$ cat src/rtl/seq_signed_multiplier_pkg.sv
// Shared definitions for the sequential signed multiplier: default operand
// width, counter width and the controller state encoding.
package seq_signed_multiplier_pkg;

    localparam int WIDTH_DEFAULT = 8;
    localparam int CNT_WIDTH     = $clog2(WIDTH_DEFAULT + 1);

    typedef enum logic [1:0] {
        IDLE,
        CALC,
        FINISH
    } stateType;

endpackage

$ cat src/rtl/seq_signed_multiplier_complementer.sv
// Two's-complement negation stage; the multiplier uses one per operand to
// form magnitudes from negative inputs.
module seq_signed_multiplier_complementer
    import seq_signed_multiplier_pkg::*;
#(
    parameter int WIDTH = WIDTH_DEFAULT
) (
    input  logic [WIDTH-1:0] value,
    output logic [WIDTH-1:0] negated
);

    assign negated = ~value + WIDTH'(1);

endmodule

$ cat src/rtl/seq_signed_multiplier.sv
// Sequential signed shift-and-add multiplier: multiplies operand magnitudes
// over WIDTH cycles, then restores the sign of the 2*WIDTH-bit product.
module seq_signed_multiplier
    import seq_signed_multiplier_pkg::*;
#(
    parameter int WIDTH = WIDTH_DEFAULT
) (
    input  logic                 clk,
    input  logic                 rst,
    input  logic                 start,
    input  logic [WIDTH-1:0]     multA,
    input  logic [WIDTH-1:0]     multB,
    output logic                 busy,
    output logic                 done,
    output logic [2*WIDTH-1:0]   product
);

    localparam int CW = $clog2(WIDTH + 1);
    localparam int PW = 2 * WIDTH;

    stateType          state;
    logic [WIDTH-1:0]  negA;
    logic [WIDTH-1:0]  negB;
    logic [WIDTH-1:0]  magAIn;
    logic [WIDTH-1:0]  magBIn;
    logic [WIDTH-1:0]  magB;
    logic [PW-1:0]     mcand;
    logic [PW-1:0]     acc;
    logic [CW-1:0]     cnt;
    logic              negRes;

    seq_signed_multiplier_complementer #(.WIDTH(WIDTH)) uNegA (
        .value   (multA),
        .negated (negA)
    );

    seq_signed_multiplier_complementer #(.WIDTH(WIDTH)) uNegB (
        .value   (multB),
        .negated (negB)
    );

    // -128 negates to 0x80, which is the correct unsigned magnitude.
    assign magAIn = multA[WIDTH-1] ? negA : multA;
    assign magBIn = multB[WIDTH-1] ? negB : multB;

    // The multiplicand is kept in a shifting register so each CALC step
    // adds it unshifted instead of shifting by the counter value.
    always_ff @(posedge clk) begin
        if (rst) begin
            state   <= IDLE;
            busy    <= 1'b0;
            done    <= 1'b0;
            product <= '0;
            mcand   <= '0;
            magB    <= '0;
            acc     <= '0;
            cnt     <= '0;
            negRes  <= 1'b0;
        end else begin
            case (state)
                IDLE: begin
                    done <= 1'b0;
                    if (start) begin
                        mcand  <= {{WIDTH{1'b0}}, magAIn};
                        magB   <= magBIn;
                        negRes <= multA[WIDTH-1] ^ multB[WIDTH-1];
                        acc    <= '0;
                        cnt    <= '0;
                        busy   <= 1'b1;
                        state  <= CALC;
                    end
                end
                CALC: begin
                    if (magB[0]) begin
                        acc <= acc + mcand;
                    end
                    mcand <= mcand << 1;
                    magB  <= magB >> 1;
                    cnt   <= cnt + CW'(1);
                    if (cnt == CW'(WIDTH - 1)) begin
                        state <= FINISH;
                    end
                end
                FINISH: begin
                    product <= negRes ? (~acc + PW'(1)) : acc;
                    done    <= 1'b1;
                    busy    <= 1'b0;
                    state   <= IDLE;
                end
                default: begin
                    state <= IDLE;
                end
            endcase
        end
    end

endmodule

$ cat config.mk
export PLATFORM = sky130hd
export DESIGN_NAME = seq_signed_multiplier
export DESIGN_NICKNAME = d
export VERILOG_FILES = /design/src/rtl/seq_signed_multiplier_pkg.sv /design/src/rtl/seq_signed_multiplier_complementer.sv /design/src/rtl/seq_signed_multiplier.sv
export SDC_FILE = /design/constraint.sdc
export NUM_CORES = 1
export LEC_CHECK = 0
export ABC_AREA = 1
export ABC_CLOCK_PERIOD_IN_PS = 2300
export CAP_MARGIN = 5
export CORE_AREA = 4 4 96 98
export DETAILED_ROUTE_END_ITERATION = 10
export DIE_AREA = 0 0 100 102
export PLACE_DENSITY = 0.73
export SLEW_MARGIN = 30
export SYNTH_ARGS = -nofsm -noshare
export SYNTH_HDL_FRONTEND = slang
export SYNTH_SLANG_ARGS = --single-unit
$ cat constraint.sdc
create_clock -name clk -period 2.3 [get_ports clk]
set_input_delay 0.23 -clock clk [delete_from_list [all_inputs] [get_ports clk]]
set_output_delay 0.23 -clock clk [all_outputs]
set_load 0.01 [all_outputs]
After elaboration in Yosys (flattened, before gate mapping). Cells that the tools add are included.

Logic and storage cells: 50. Output and inout bits: 18. Bits in registers: 65.

Multiplexer cells: 18. Add/subtract/negate cells: 5. Reductions and logical operators: 8. Equal/unequal tests: 6. Bitwise logic cells: 4.

Operator list (number): two-way mux 16 bit (4); one-hot mux 16 bit (2 select lines) (2); two-way mux 8 bit (3); adder 16 x 1 -> 16 bit, second input constant (1); adder 16 bit (1); adder 8 x 1 -> 8 bit, second input constant (2); inverter 16 bit (1); inverter 8 bit (2); one-hot mux 8 bit (2 select lines) (1); one-hot mux 4 bit (2 select lines) (1); AND reduction 2 bit (4); inequality test 2 bit, second input constant (3); adder 4 x 1 -> 4 bit, second input constant (1); == test 4 x 3 -> 1 bit, second input constant (1); two-way mux 2 bit (2); two-way mux 4 bit (1); one-hot mux 1 bit (2 select lines) (2); one-hot mux 2 bit (2 select lines) (1); nonzero test 2 bit (2); AND reduction 3 bit (1); == test 2 x 1 -> 1 bit, second input constant (1); == test 2 bit, second input constant (1); zero test 2 bit (1); two-way mux 1 bit (1); XOR 1 bit (1).

Logic depth before layout (Yosys ltp). Gate-level depths: netlist (run 1).

Depth after elaboration: 5. Gate-level depth with buffers: 11. Gate-level depth less buffers: 11.

Cells and area by module. Synthesis (run 1) repeated with hierarchy kept, for this count alone.

Cell total of the unflattened synthesis: 653. Area total of the unflattened synthesis: 4230.3 µm².

By module, submodules not included: seq_signed_multiplier (cells an instance 597, instances 1, area an instance 3927.5 µm²); seq_signed_multiplier_complementer (cells an instance 28, instances 2, area an instance 151.4 µm²).

Worst setup path before layout (run 1). Ideal clock, no wire load.

Path type: reg-to-reg. Start: reg acc[0]. End: reg acc[8]. Required time: 2.168 ns. Path slack: 0.574 ns. Buffers on the path: 0. Period minus slack after synthesis: 1.726 ns. Arrival: 1.594 ns. Library setup time: 0.132 ns. Stages on the path, launching flop included: 11. Cells stage by stage: dfxtp_1 ha_1 inv_1 fa_1 inv_1 nand3_1 nand3_1 a21oi_1 or2_2 nand3_1 a21oi_1.

Longest elaborated chain between the ends: 3.

RTL lines: start: declaration (RTL line seq_signed_multiplier.sv:28) `logic [PW-1:0] acc;`; start signal: assignment (RTL line seq_signed_multiplier.sv:75) `acc <= acc + mcand;`; adder 16 bit (RTL line seq_signed_multiplier.sv:75); two-way mux 16 bit (RTL line seq_signed_multiplier.sv:74) `if (magB[0]) begin`; one-hot mux 16 bit (2 select lines) (RTL line seq_signed_multiplier.sv:60) `case (state)`.

Every way passes these cells. The select of a mux whose other input is x is not followed. A chain may end at the register's enable or synchronous reset.

Worst setup path in the final report (run 1). Ends and elaborated chain as after synthesis.

==> results.cfg, run 1 <==
[cells_and_area]
diodes = 0
drive_gt1_share_pct = 6.279
fin_area_um2 = 4658
utilization_pct = 55.03
nets = 688
area_growth_pct = 14.84

[synthesis]
synth_edf_count = 0
synthAdderAreaFrac_pct = 6.354
synthMuxAreaShare_pct = 0
yosys-top-cells-area = dfxtp_1 (32%), nand2_1 (15%), inv_1 (8.0%), a21oi_1 (6.3%), ha_1 (5.9%)
seq_area_frac_synth_pct = 32.08
syn_area_um2 = 4056
synth.distinct_cells = 39
synth_top_area_share_pct = 32.08
synthArstFlopShare_pct = 0
synth_seq_cells = 65
syn_nets = 657
netlist_instances = 618
yosysTopAreaCell = dfxtp_1
synth_top_family_by_area = simple AND/OR/NAND/NOR gates
yosys_warnings = 0
postSynthAreaPerCell_um2 = 6.564
synth-simple-area-share_pct = 31.92
synth-xor-area-share_pct = 2.159
ys.flop_type = dfxtp_1
synth_compound_area_share_pct = 15.92

[floorplan]
die_w_um = 100
ios = 37
die_y_um = 102
initial_utilization_pct = 47.92
rows = 34
dieArea_um2 = 10200
coreArea_um2 = 8466

[routing]
drt_pass1_iterations = 5
via_per_inst = 5.108
drt_iter0_drc = 205
drcViolationCount = 0
drt-total-wl_mm = 9.388
wl_per_cell_um = 12.34
final_antenna_net_count = 0
vias = 3887

[setup_path]
cp.arrival_ps = 2130
required_ps = 2500
crit_path_end_kind = flop
cp_max_fo = 4
worstSetupStartpointType = flop
path_class = reg -> reg

[global_routing]
overflow = 0
antenna_found_initial = 0
gr-usage-all-layers_pct = 19.66
grt_pass1_vias = 3584
grt_max_degree = 31
grt_pass1_wl_mm = 16.22

[sta]
setup_viol = 0
whs_ps = 334.9
fin_crit_sh_pct = 83.74
max_slew_margin_pct = 62.62
skew_ps = 6.964
period_needed_ps = 1926
tns_ps = 0
hold_viol = 0
rsz0062_at_grt = no
tightest_slew_ps = 557.3
fmax_mhz = 519.2
drv_slew = 0

[power_and_ir_drop]
switching_power_uw = 682.8
vdd_drop_max_mv = 0.2492
power_density_nw_per_um2 = 541.6
p_clk_share_pct = 38.9
swShare_pct = 27.07
leakagePower_nw = 2.203
intPower_mw = 1.840
p_total_mw = 2.523
pwr-share-seq_pct = 47.4
p_comb_share_pct = 13.7

[clock_network]
cts_tree = done
cts_hold_buf = 0
clk_pin_slew_ps = 70
root_buffer = clkbuf_8
clock-sinks = 65
cts_resized = 0
clk_latency_ps = 340
post_cts_buffers = 0
h-tree-depth = 3
cts_made_buffers = 9
clk_path_buf_depth = 2

[run_status]
status = completed

[min_path]
hold_class = in -> reg

[place]
portBuffers = 36
dp_hpwl_mm = 7.096
place.gp.congestion = 0.8769
place_area_um2 = 4463

[run]
drv_cap = 0
[critical path: stages (launching register included)]
cell,delay (ps)
dfxtp_1,370
ha_1,180
inv_1,50
fa_1,350
inv_1,120
nand3_1,80
nand3_1,140
a21oi_1,100
or2_2,270
nand3_1,70
a21oi_1,60
[per-layer routing]
metal / track usage [%] / up-vias / routed length, um
met5: 0 / - / 0
met4: 7.565 / 0 / 174
met3: 3.276 / 11 / 588
met2: 32.94 / 87 / 4399
met1: 25.48 / 1723 / 4226
li1: - / 2066 / -
[logic make-up (layout without fill, tap and decap cells)]
group,after synthesis,in the layout
xor gates and xnor gates,10,10
and+or+nand+nor,298,298
AOI/OAI and AO/OA,112,112
DFF,65,65
buffers and inverters,113,148
adders and majority gates,20,20
[path summary, 6_finish.rpt]
| path | startpoint | end | slack, ps | cells past startpoint |
|---|---|---|---|---|
| worst max-delay path | acc[0] | acc[8] | 370 | 10 |
| worst min-delay path | rst | acc[1] | 330 | 2 |
| worst max register to register | acc[0] | acc[8] | 370 | 10 |
| worst min register to register | done | done | 460 | 2 |
[cells in the mapped netlist (2+ instances only)]
master    instances
nor3_1            5
nand2_4           2
o21ai_1           2
nand2_1         160
inv_2             4
clkbuf_1          7
nor2_1           58
a22oi_1          14
o21a_1            2
xor2_1           10
a21oi_1          51
buf_4             4
ha_1             19
nand4_1          11
inv_1            86
inv_4             3
nor2_8            2
a31oi_1           5
nand3b_1          3
buf_6             2
o21ai_0          24
buf_2             6
o221ai_1          2
o22ai_1           6
dfxtp_1          65
or2_2             6
nand3_1          47
[layout make-up]
cell class	count	area, um^2
repair buffers	39	377.9
well taps	108	135.1
flip-flops and latches	65	1301
clock inverters	3	40.04
inverters	94	360.3
fillers	865	3807
clock buffers	12	155.1
multi-input cells	440	2288
[power groups by stage]
stage          clock [mW]  combinational (mW)  sequential, mW
5_1_grt              1.04               0.393            1.20
3_3_place_gp            0               0.340            1.22
2_1_floorplan           0               0.265            1.21
6_report            0.982               0.345            1.20
3_5_place_dp            0               0.346            1.22
4_1_cts              1.01               0.348            1.19
[state kept, by name, summed over array words and instances, names as in the netlist]
| name | count |
|---|---|
| magB | 8 |
| product | 16 |
| mcand | 16 |
| negRes | 1 |
| done | 1 |
| cnt | 4 |
| busy | 1 |
| acc | 16 |
| state | 2 |
[per-stage QoR]
stage                     instances  setup WS, ps
after floorplan                 618         573.9
after global placement          746         468.4
after detailed placement        746         395.5
after CTS                       761         371.9
after global routing            761         258.0
final                           761         373.9
[cells in the final DEF, fill, tap and decap left out, types with 3 or more instances in the layout]
cell             instances
a31oi_1                  5
or2_2                    6
nand2_1                160
nor3_1                   5
clkbuf_8                11
nand3b_1                 3
nand3_1                 47
inv_4                    3
inv_1                   86
a22oi_1                 14
o22ai_1                  6
inv_2                    4
dfxtp_1                 65
a21oi_1                 51
xor2_1                  10
clkdlybuf4s50_1         35
nand4_1                 11
ha_1                    19
o21ai_0                 24
nor2_1                  57
buf_4                    3
(Power assumes the default switching activity.)
==> run 2: changes to the inputs <==
ABC_CLOCK_PERIOD_IN_PS = 1750   (was 2300)
PLACE_DENSITY = 0.76   (was 0.73)
clock period = 1.75 ns   (was 2.3 ns; I/O delays follow)
==> run 2 against run 1 <==
  * Worst setup slack got worse by 320 ps
  * Register-to-register slack worse by 320 ps
  * Final cell count rose by 2.9%
  * Sequential cell count stayed put
  * Count of clock-buffer cells in the layout rose by 2
  * Clock skew barely moved
  * Worst hold slack improved by 120 ps
  * Die area unchanged
  * Sequential share of layout area shrank 1.5 points
  * First-iteration DRC count up 3.4%
  * Via count rose by 5.6%
  * Critical path type unchanged
  * Critical endpoint is now acc[12]
==> results.cfg, run 2 (synthesized netlist as in run 1, its figures left out) <==
[place]
dp_hpwl_mm = 7.711
place.gp.congestion = 0.9048
portBuffers = 36

[sta]
fin_crit_sh_pct = 96.84
fmax_mhz = 590.1
max_slew_margin_pct = 76.65
rsz0062_at_grt = yes
period_needed_ps = 1695
hold_viol = 0
whs_ps = 458.6
drv_slew = 0
setup_viol = 0
skew_ps = 7.182
tightest_slew_ps = 349.8

[setup_path]
crit_path_end_kind = flop
required_ps = 1980
path_class = reg -> reg
cp_max_fo = 3
cp.arrival_ps = 1930
worstSetupStartpointType = flop
rrSetupSlack_ps = 60

[routing]
final_antenna_net_count = 0
via_per_inst = 5.240
wl_per_cell_um = 12.96
vias = 4103
drt_iter0_drc = 212
drt-total-wl_mm = 10.15
drt_pass1_iterations = 7
drcViolationCount = 0

[run_status]
status = completed

[clock_network]
cts_tree = done
clock-sinks = 65
root_buffer = clkbuf_8
clk_path_buf_depth = 2
post_cts_buffers = 0
clk_pin_slew_ps = 70
clk_latency_ps = 350
cts_made_buffers = 9
cts_hold_buf = 0
h-tree-depth = 3

[floorplan]
coreArea_um2 = 8466
ios = 37
rows = 34
die_w_um = 100
initial_utilization_pct = 47.92
die_y_um = 102
dieArea_um2 = 10200

[global_routing]
grt_max_degree = 30
antenna_found_initial = 0
grt_pass1_wl_mm = 16.39
overflow = 0
gr-usage-all-layers_pct = 19.91
grt_pass1_vias = 3724

[power_and_ir_drop]
vdd_drop_max_mv = 0.3198
power_density_nw_per_um2 = 691.2
p_total_mw = 3.416
leakagePower_nw = 2.330

[cells_and_area]
nets = 709
diodes = 0
drive_gt1_share_pct = 12.59
layout_commonest_cell = nand2_1
layout_common_cells = nand2_1 (157), inv_1 (85), dfxtp_1 (60), nor2_1 (57), a21oi_1 (51)
fillerInstances = 805
area_growth_pct = 21.84
top_regs = acc x16, mcand x16, product x16
multi_input_area_um2 = 2391
seqCellArea_um2 = 1308

[min_path]
hold_class = in -> reg

[run]
drv_cap = 0
-- run 2: worst max-delay path, cell delays in order (launching register included) --
cell     delay, ps
dfxtp_2        360
ha_4           130
inv_1           50
fa_2           340
inv_2           80
nand3_2         70
nand3_2         80
buf_4          120
nand3_2         80
nand3_2         90
nand2_1         60
nand3_1         70
a21oi_1         60
-- run 2: final cells by class --
type | instances | area share, %
flip-flops and latches | 65 | 26.46
multi-input cells | 440 | 48.38
inverters | 94 | 7.291
clock inverters | 2 | 0.7089
repair buffers | 60 | 10.94
clock buffers | 14 | 3.494
well taps | 108 | 2.734
-- run 2: per-stage QoR --
step / TNS [ps] / std cells / worst slack [ps] / instance area [um^2] / util [%]
floorplan: 0 / 618 / 23.85 / 4056 / -
global placement: 0 / 767 / 10.65 / 4626 / 54.64
detailed placement: -48.09 / 767 / -45.11 / 4626 / 54.64
CTS: 0 / 783 / 1.645 / 4846 / 57.24
global route: -107.4 / 783 / -32.70 / 4942 / 58.38
finish: 0 / 783 / 55.25 / 4942 / 58.38
-- run 2: layer usage --
layer / vias up / global-route usage (%) / wire length (um)
met5: - / 0 / 0
met3: 25 / 3.686 / 569
li1: 2114 / - / -
met1: 1852 / 24.85 / 4503
met2: 112 / 33.15 / 4794
met4: 0 / 9.845 / 282
-- run 2: what timing repair did --
action	4_1_cts	5_1_grt
endpoints found under the setup margin	2	12
gates cloned	0	0
pin swaps	0	1
resized for setup	5	21
-- run 2: path summary, 6_finish.rpt --
check            from       end  cells after the start
max          mcand[0]   acc[12]                     12
min          multA[0]  mcand[0]                      3
max reg2reg  mcand[0]   acc[12]                     12
min reg2reg      done      done                      2
-- run 2: where the power goes --
group	switching (mW)	internal, mW
logic	0.308	0.202
clock network	0.564	0.774
registers	0.0419	1.53
==> run 3: changes to the inputs <==
CTS_CLUSTER_DIAMETER = 30   (was default)
==> results of run 3 <==
The final DEF is identical to that of run 2; final timing and power are the same.
==> RTL edit 1, RTL diff (flow settings as in run 1) <==
Make the reset (`rst`) asynchronous in one clocked block.
--- a/src/rtl/seq_signed_multiplier.sv
+++ b/src/rtl/seq_signed_multiplier.sv
@@ -45,7 +45,7 @@
 
     // The multiplicand is kept in a shifting register so each CALC step
     // adds it unshifted instead of shifting by the counter value.
-    always_ff @(posedge clk) begin
+    always_ff @(posedge clk or posedge rst) begin
         if (rst) begin
             state   <= IDLE;
             busy    <= 1'b0;
Formal check against the unedited RTL: differs if rst is asserted again (counterexample within 4 cycles, from zero or initial values and one cycle with rst high); with rst held inactive, the same outputs for 10 cycles.
==> RTL edit 1 against run 1 <==
Via count fell by 3.3%; global-route usage fell by 0.15 points; area after synthesis rose by 0.46%; sequential cell count did not move; wire length fell by 0.98%; final area rose by 2.6%; synthesized cell count fell by 9.2%; setup slack improved by 150 ps.
Power is not compared: it rests on default switching activity, and its combinational part moved more than twofold at a synthesized area within 25%.
==> RTL edit 1: results (changes against run 1) <==
status=completed; total iterations of the first detailed-routing run=5 (unchanged); CTS Buf Count=9 (unchanged); Cell variety after synth=34 (-13%); Switch Pwr=2.74 mW; Fin. Hold Viols=0 (unchanged); layout cell share with drive strength beyond 1=6.10% (-0.18 points); post-CTS setup buffers=0 (unchanged); Arr. time, crit path=2010 ps (-120 ps); peak supply drop=0.866 mV; pre-CTS setup slack=567 ps (+171 ps); gp weighted congestion=0.920 (+4.9%); clock slew seen by the registers of the worst setup and hold paths=70 ps (about the same); clk_skew=9.94 ps (+2.97 ps); initial antenna violation count=0 (unchanged); Root Driver=clkbuf_8; vias in the first global route=3641 (+1.6%); Ant. Diodes=0 (unchanged); global-route usage over all layers=19.5% (-0.15 points); DR iter-0 viols=259 (+26%); Syn Nets=600 (-8.7%); global-route wire length before repair=16100 um (-0.85%); min-delay worst type=primary input to async pin; critical-path maximum fanout=5 (+1); H-tree depth=3 (unchanged); sequential area share after synthesis=39.9% (+7.8 points); vias=3759 (-3.3%); nets=642 (-6.7%); Bufs on Longest Clock Path=2 (unchanged); Leak=2.48 nW; number of synthesis warnings=0 (unchanged); worst-margin pin slew=726 ps (+169 ps); largest net degree at the start of global routing=44 (+42%); Mapped Avg Cell Area=7.26 um^2 (+11%); largest registers=acc x16, mcand x16, product x16; Total Wirelength=9300 um (-0.98%); placed cell area=0.00457 mm^2 (+2.4%); drt drc=0 (unchanged); later-pin clock latency in the skew report=340 ps (about the same); leading post-synthesis cells by cell area=dfrtp_1 40%, nand2_1 17%, inv_1 7.4%; IO Port Bufs=36 (unchanged); most frequent cells after synthesis=180 x nand2_1, 80 x inv_1, 65 x dfrtp_1; post_cts resized=0 (unchanged); setup TNS=0 ps (unchanged); average wire per cell in the routed design=13.0 um (+5.4%); Main synth FF type=dfrtp_1; placed wire-length estimate=7060 um (-0.56%); async set-reset flop share out of synthesis=100% (+100 points); total placed cells including tap cells=700 (-6.2%)
-- RTL edit 1: cell count changes in the layout (fill, tap and decap cells not counted), moves of 10 or more --
| cell | run 1 | this run |
|---|---|---|
| dfrtp_1 | 0 | 65 |
| dfxtp_1 | 65 | 0 |
| a21oi_1 | 51 | 15 |
| nor2_1 | 57 | 35 |
| nand2_1 | 160 | 180 |
| o21ai_0 | 24 | 34 |
-- RTL edit 1: routing by layer --
metal / routed length [um] / global-route usage, %
met5: 0 / 0
met4: 193 / 6.94
met3: 481 / 5.05
met2: 4380 / 34.1
met1: 4240 / 23.4
-- RTL edit 1: power by group through the flow --
stage	logic [mW]	registers (mW)	clock network, mW
3_3_place_gp	3.05	2.02	0
5_1_grt	3.58	2.10	1.15
3_5_place_dp	3.14	2.04	0
6_report	3.16	2.03	1.06
4_1_cts	3.16	2.02	1.09
2_1_floorplan	2.28	1.96	0
-- RTL edit 1: final timing paths --
check                      cells after the start                    from                      to  slack, ps
max                                           10      acc[5]$_DFFE_PP0P_     acc[14]$_DFFE_PP0P_        530
min                                            2                     rst     magB[3]$_DFFE_PP0P_        240
max reg2reg                                   10      acc[5]$_DFFE_PP0P_     acc[14]$_DFFE_PP0P_        530
min reg2reg                                    2  product[7]$_DFFE_PP0P_  product[7]$_DFFE_PP0P_        480
max in group asynchronous                      3                     rst      acc[2]$_DFFE_PP0P_       1450
min in group clk                               2  product[7]$_DFFE_PP0P_  product[7]$_DFFE_PP0P_        480
-- RTL edit 1: cells by family after synthesis --
logic type | share of synthesized area (%)
AO/OA/AOI/OAI | 12.2
AND/OR/NAND/NOR | 29.2
multiplexers | 0.246
flip-flops | 39.9
adder cells (fa/ha/maj) | 6.32
buffers and inverters | 9.30
XOR/XNOR | 2.79
-- RTL edit 1: critical path, stage by stage, from the launching register on --
cell     delay [ps]
dfrtp_1         460
ha_1            400
nand2_1         110
nor2_1          110
nand2_1          70
nand3_1         150
nand2_1         120
nand2_1          80
nand2_1          50
nand3_1          60
nand2_1          50
-- RTL edit 1: layout make-up --
class	count	area, um^2
Clock inverter	3	65.1
Tap cell	108	135
Inverter	85	319
Fill cell	803	3690
Sequential cell	65	1630
Multi-Input combinational cell	400	2070
Clock buffer	12	145
Timing Repair Buffer	42	418
-- RTL edit 1: stage by stage --
step                power (mW)  hold WS [ps]  utilization (%)
finish                    6.25           236             56.4
global route              6.82           265             56.4
floorplan                 4.25           326                -
CTS                       6.27           244             56.4
global placement          5.07           460             54.0
detailed placement        5.18           468             54.0
==> RTL edit 2, RTL diff (config.mk and constraints of run 1) <==
Without the edit above. `WIDTH_DEFAULT`: 8 -> 4.
--- a/src/rtl/seq_signed_multiplier_pkg.sv
+++ b/src/rtl/seq_signed_multiplier_pkg.sv
@@ -2,7 +2,7 @@
 // width, counter width and the controller state encoding.
 package seq_signed_multiplier_pkg;
 
-    localparam int WIDTH_DEFAULT = 8;
+    localparam int WIDTH_DEFAULT = 4;
     localparam int CNT_WIDTH     = $clog2(WIDTH_DEFAULT + 1);
 
     typedef enum logic [1:0] {
Interface: changed (resized multA, multB and product); port bits go from 37 to 21. No check against the original RTL was run, so the function may have changed too.
==> RTL edit 2 against run 1 <==
Critical path depth is 3 lower; cell count shrank 47%; sequential cell count decreased by 29; setup slack gained 270 ps; final area decreased by 51%; combinational power fell by 54%; area after synthesis decreased by 53%; synthesized cell count decreased by 56%; count of clock-buffer cells in the layout decreased by 6; wire length fell by 59%; power is 51% lower; critical endpoint is now acc[4]$_SDFFE_PP0P_.
==> RTL edit 2: results (changes against run 1) <==
status=completed; delay-heaviest family, CP=adder cells; CTS Buf Count=5 (-4); XOR/XNOR share of the synthesized area=3.19% (+1.0 points); largest registers=acc x8, mcand x8, product x8; peak supply drop=0.179 mV (-28%); sequential area share after synthesis=37.5% (+5.4 points); Critical Path Sink=acc[4]$_SDFFE_PP0P_; Sw Share=26.4% (-0.67 points); Leak=1.00 nW (-54%); Hold EP=done$_SDFFE_PP0P_; Arr. time, crit path=1810 ps (-320 ps); leading post-synthesis cells by cell area=dfxtp_1 38%, nand2_1 13%, a21oi_1 8.6%; critical path's largest stage delay=410 ps (+40 ps); post-synthesis compound-gate area fraction=16.1% (+0.16 points); fin area=0.00230 mm^2 (-51%); initial antenna violation count=0 (unchanged); min-delay worst type=register to register; IO Port Bufs=20 (-44%); placed cell area=0.00223 mm^2 (-50%); r2r startpoint=mcand[0]$_SDFFE_PP0P_; H-tree depth=2 (-1); total iterations of the first detailed-routing run=4 (-1); Crit-path slowest cell=fa_1; DR iter-0 viols=54 (-74%); Total Wirelength=3880 um (-59%); Cell variety after synth=28 (-28%); vias in the first global route=1558 (-57%); placed wire-length estimate=3000 um (-58%); hold path start=done$_SDFFE_PP0P_; gp weighted congestion=0.862 (-1.7%); Crit Reg-Reg Endpoint=acc[4]$_SDFFE_PP0P_; R2R Setup Slk=640 ps (+270 ps); layout cell share with drive strength beyond 1=6.14% (-0.14 points); clk_skew=10.8 ps (+3.85 ps); largest net degree at the start of global routing=25 (-19%); Adder-Cell Fraction of Synth Area=8.85% (+2.5 points); global-route usage over all layers=8.02% (-12 points); vias per cell=4.22 (-17%); nets=317 (-54%); worst-margin pin slew=421 ps (-136 ps); Syn Nets=296 (-55%); Buf/Inv on CP=0 (-2); Fillers=901 (+4.2%); critical-path maximum fanout=3 (-1); worst hold margin=463 ps (+128 ps); most frequent cells after synthesis=66 x nand2_1, 37 x inv_1, 36 x dfxtp_1
RTL edit 2: cell types whose count changed after synthesis, moves of 9 or more:
| cell | run 1 | this run |
|---|---|---|
| nand2_1 | 160 | 66 |
| inv_1 | 86 | 37 |
| nor2_1 | 58 | 18 |
| nand3_1 | 47 | 16 |
| dfxtp_1 | 65 | 36 |
| a21oi_1 | 51 | 33 |
| a22oi_1 | 14 | 0 |
| nand4_1 | 11 | 1 |
| o21ai_0 | 24 | 15 |
RTL edit 2: per-layer routing:
layer  routed length (um)  part of all wire (%)  global-route usage, %  vias up
li1                     -                     -                      -      919
met5                    0                     0                      0        -
met3                  171                   4.4                   1.43        0
met4                    0                     0                   3.01        0
met1                 2100                    54                   10.8      738
met2                 1610                    41                   12.8       37
RTL edit 2: per-stage QoR:
| step | cells | power, mW | setup slack [ps] |
|---|---|---|---|
| floorplan | 272 | 0.784 | 747 |
| global placement | 394 | 0.827 | 683 |
| detailed placement | 394 | 0.833 | 617 |
| CTS | 401 | 1.25 | 655 |
| global route | 401 | 1.29 | 547 |
| finish | 401 | 1.24 | 645 |
RTL edit 2: area by class of cell:
cell class	instances	share of cell area (%)
multi-input combinational	188	43.6
sequential	36	31.3
timing repair buffer	22	9.34
inverter	40	6.52
tap	108	5.87
clock buffer	6	3.15
clock inverter	1	0.217
RTL edit 2: power by group through the flow:
stage	clock (mW)	sequential (mW)	combinational, mW
floorplan	0	0.668	0.116
global placement	0	0.674	0.153
detailed placement	0	0.675	0.158
CTS	0.427	0.661	0.159
global route	0.448	0.664	0.182
finish	0.416	0.661	0.158
RTL edit 2: worst register-to-register path: cells and delay by family, from the launching register on:
family                   cells  cell delay [ps]
adder cells (fa/ha/maj)      2              640
AND/OR/NAND/NOR              4              490
flip-flops                   1              340
AO/OA/AOI/OAI                1               60
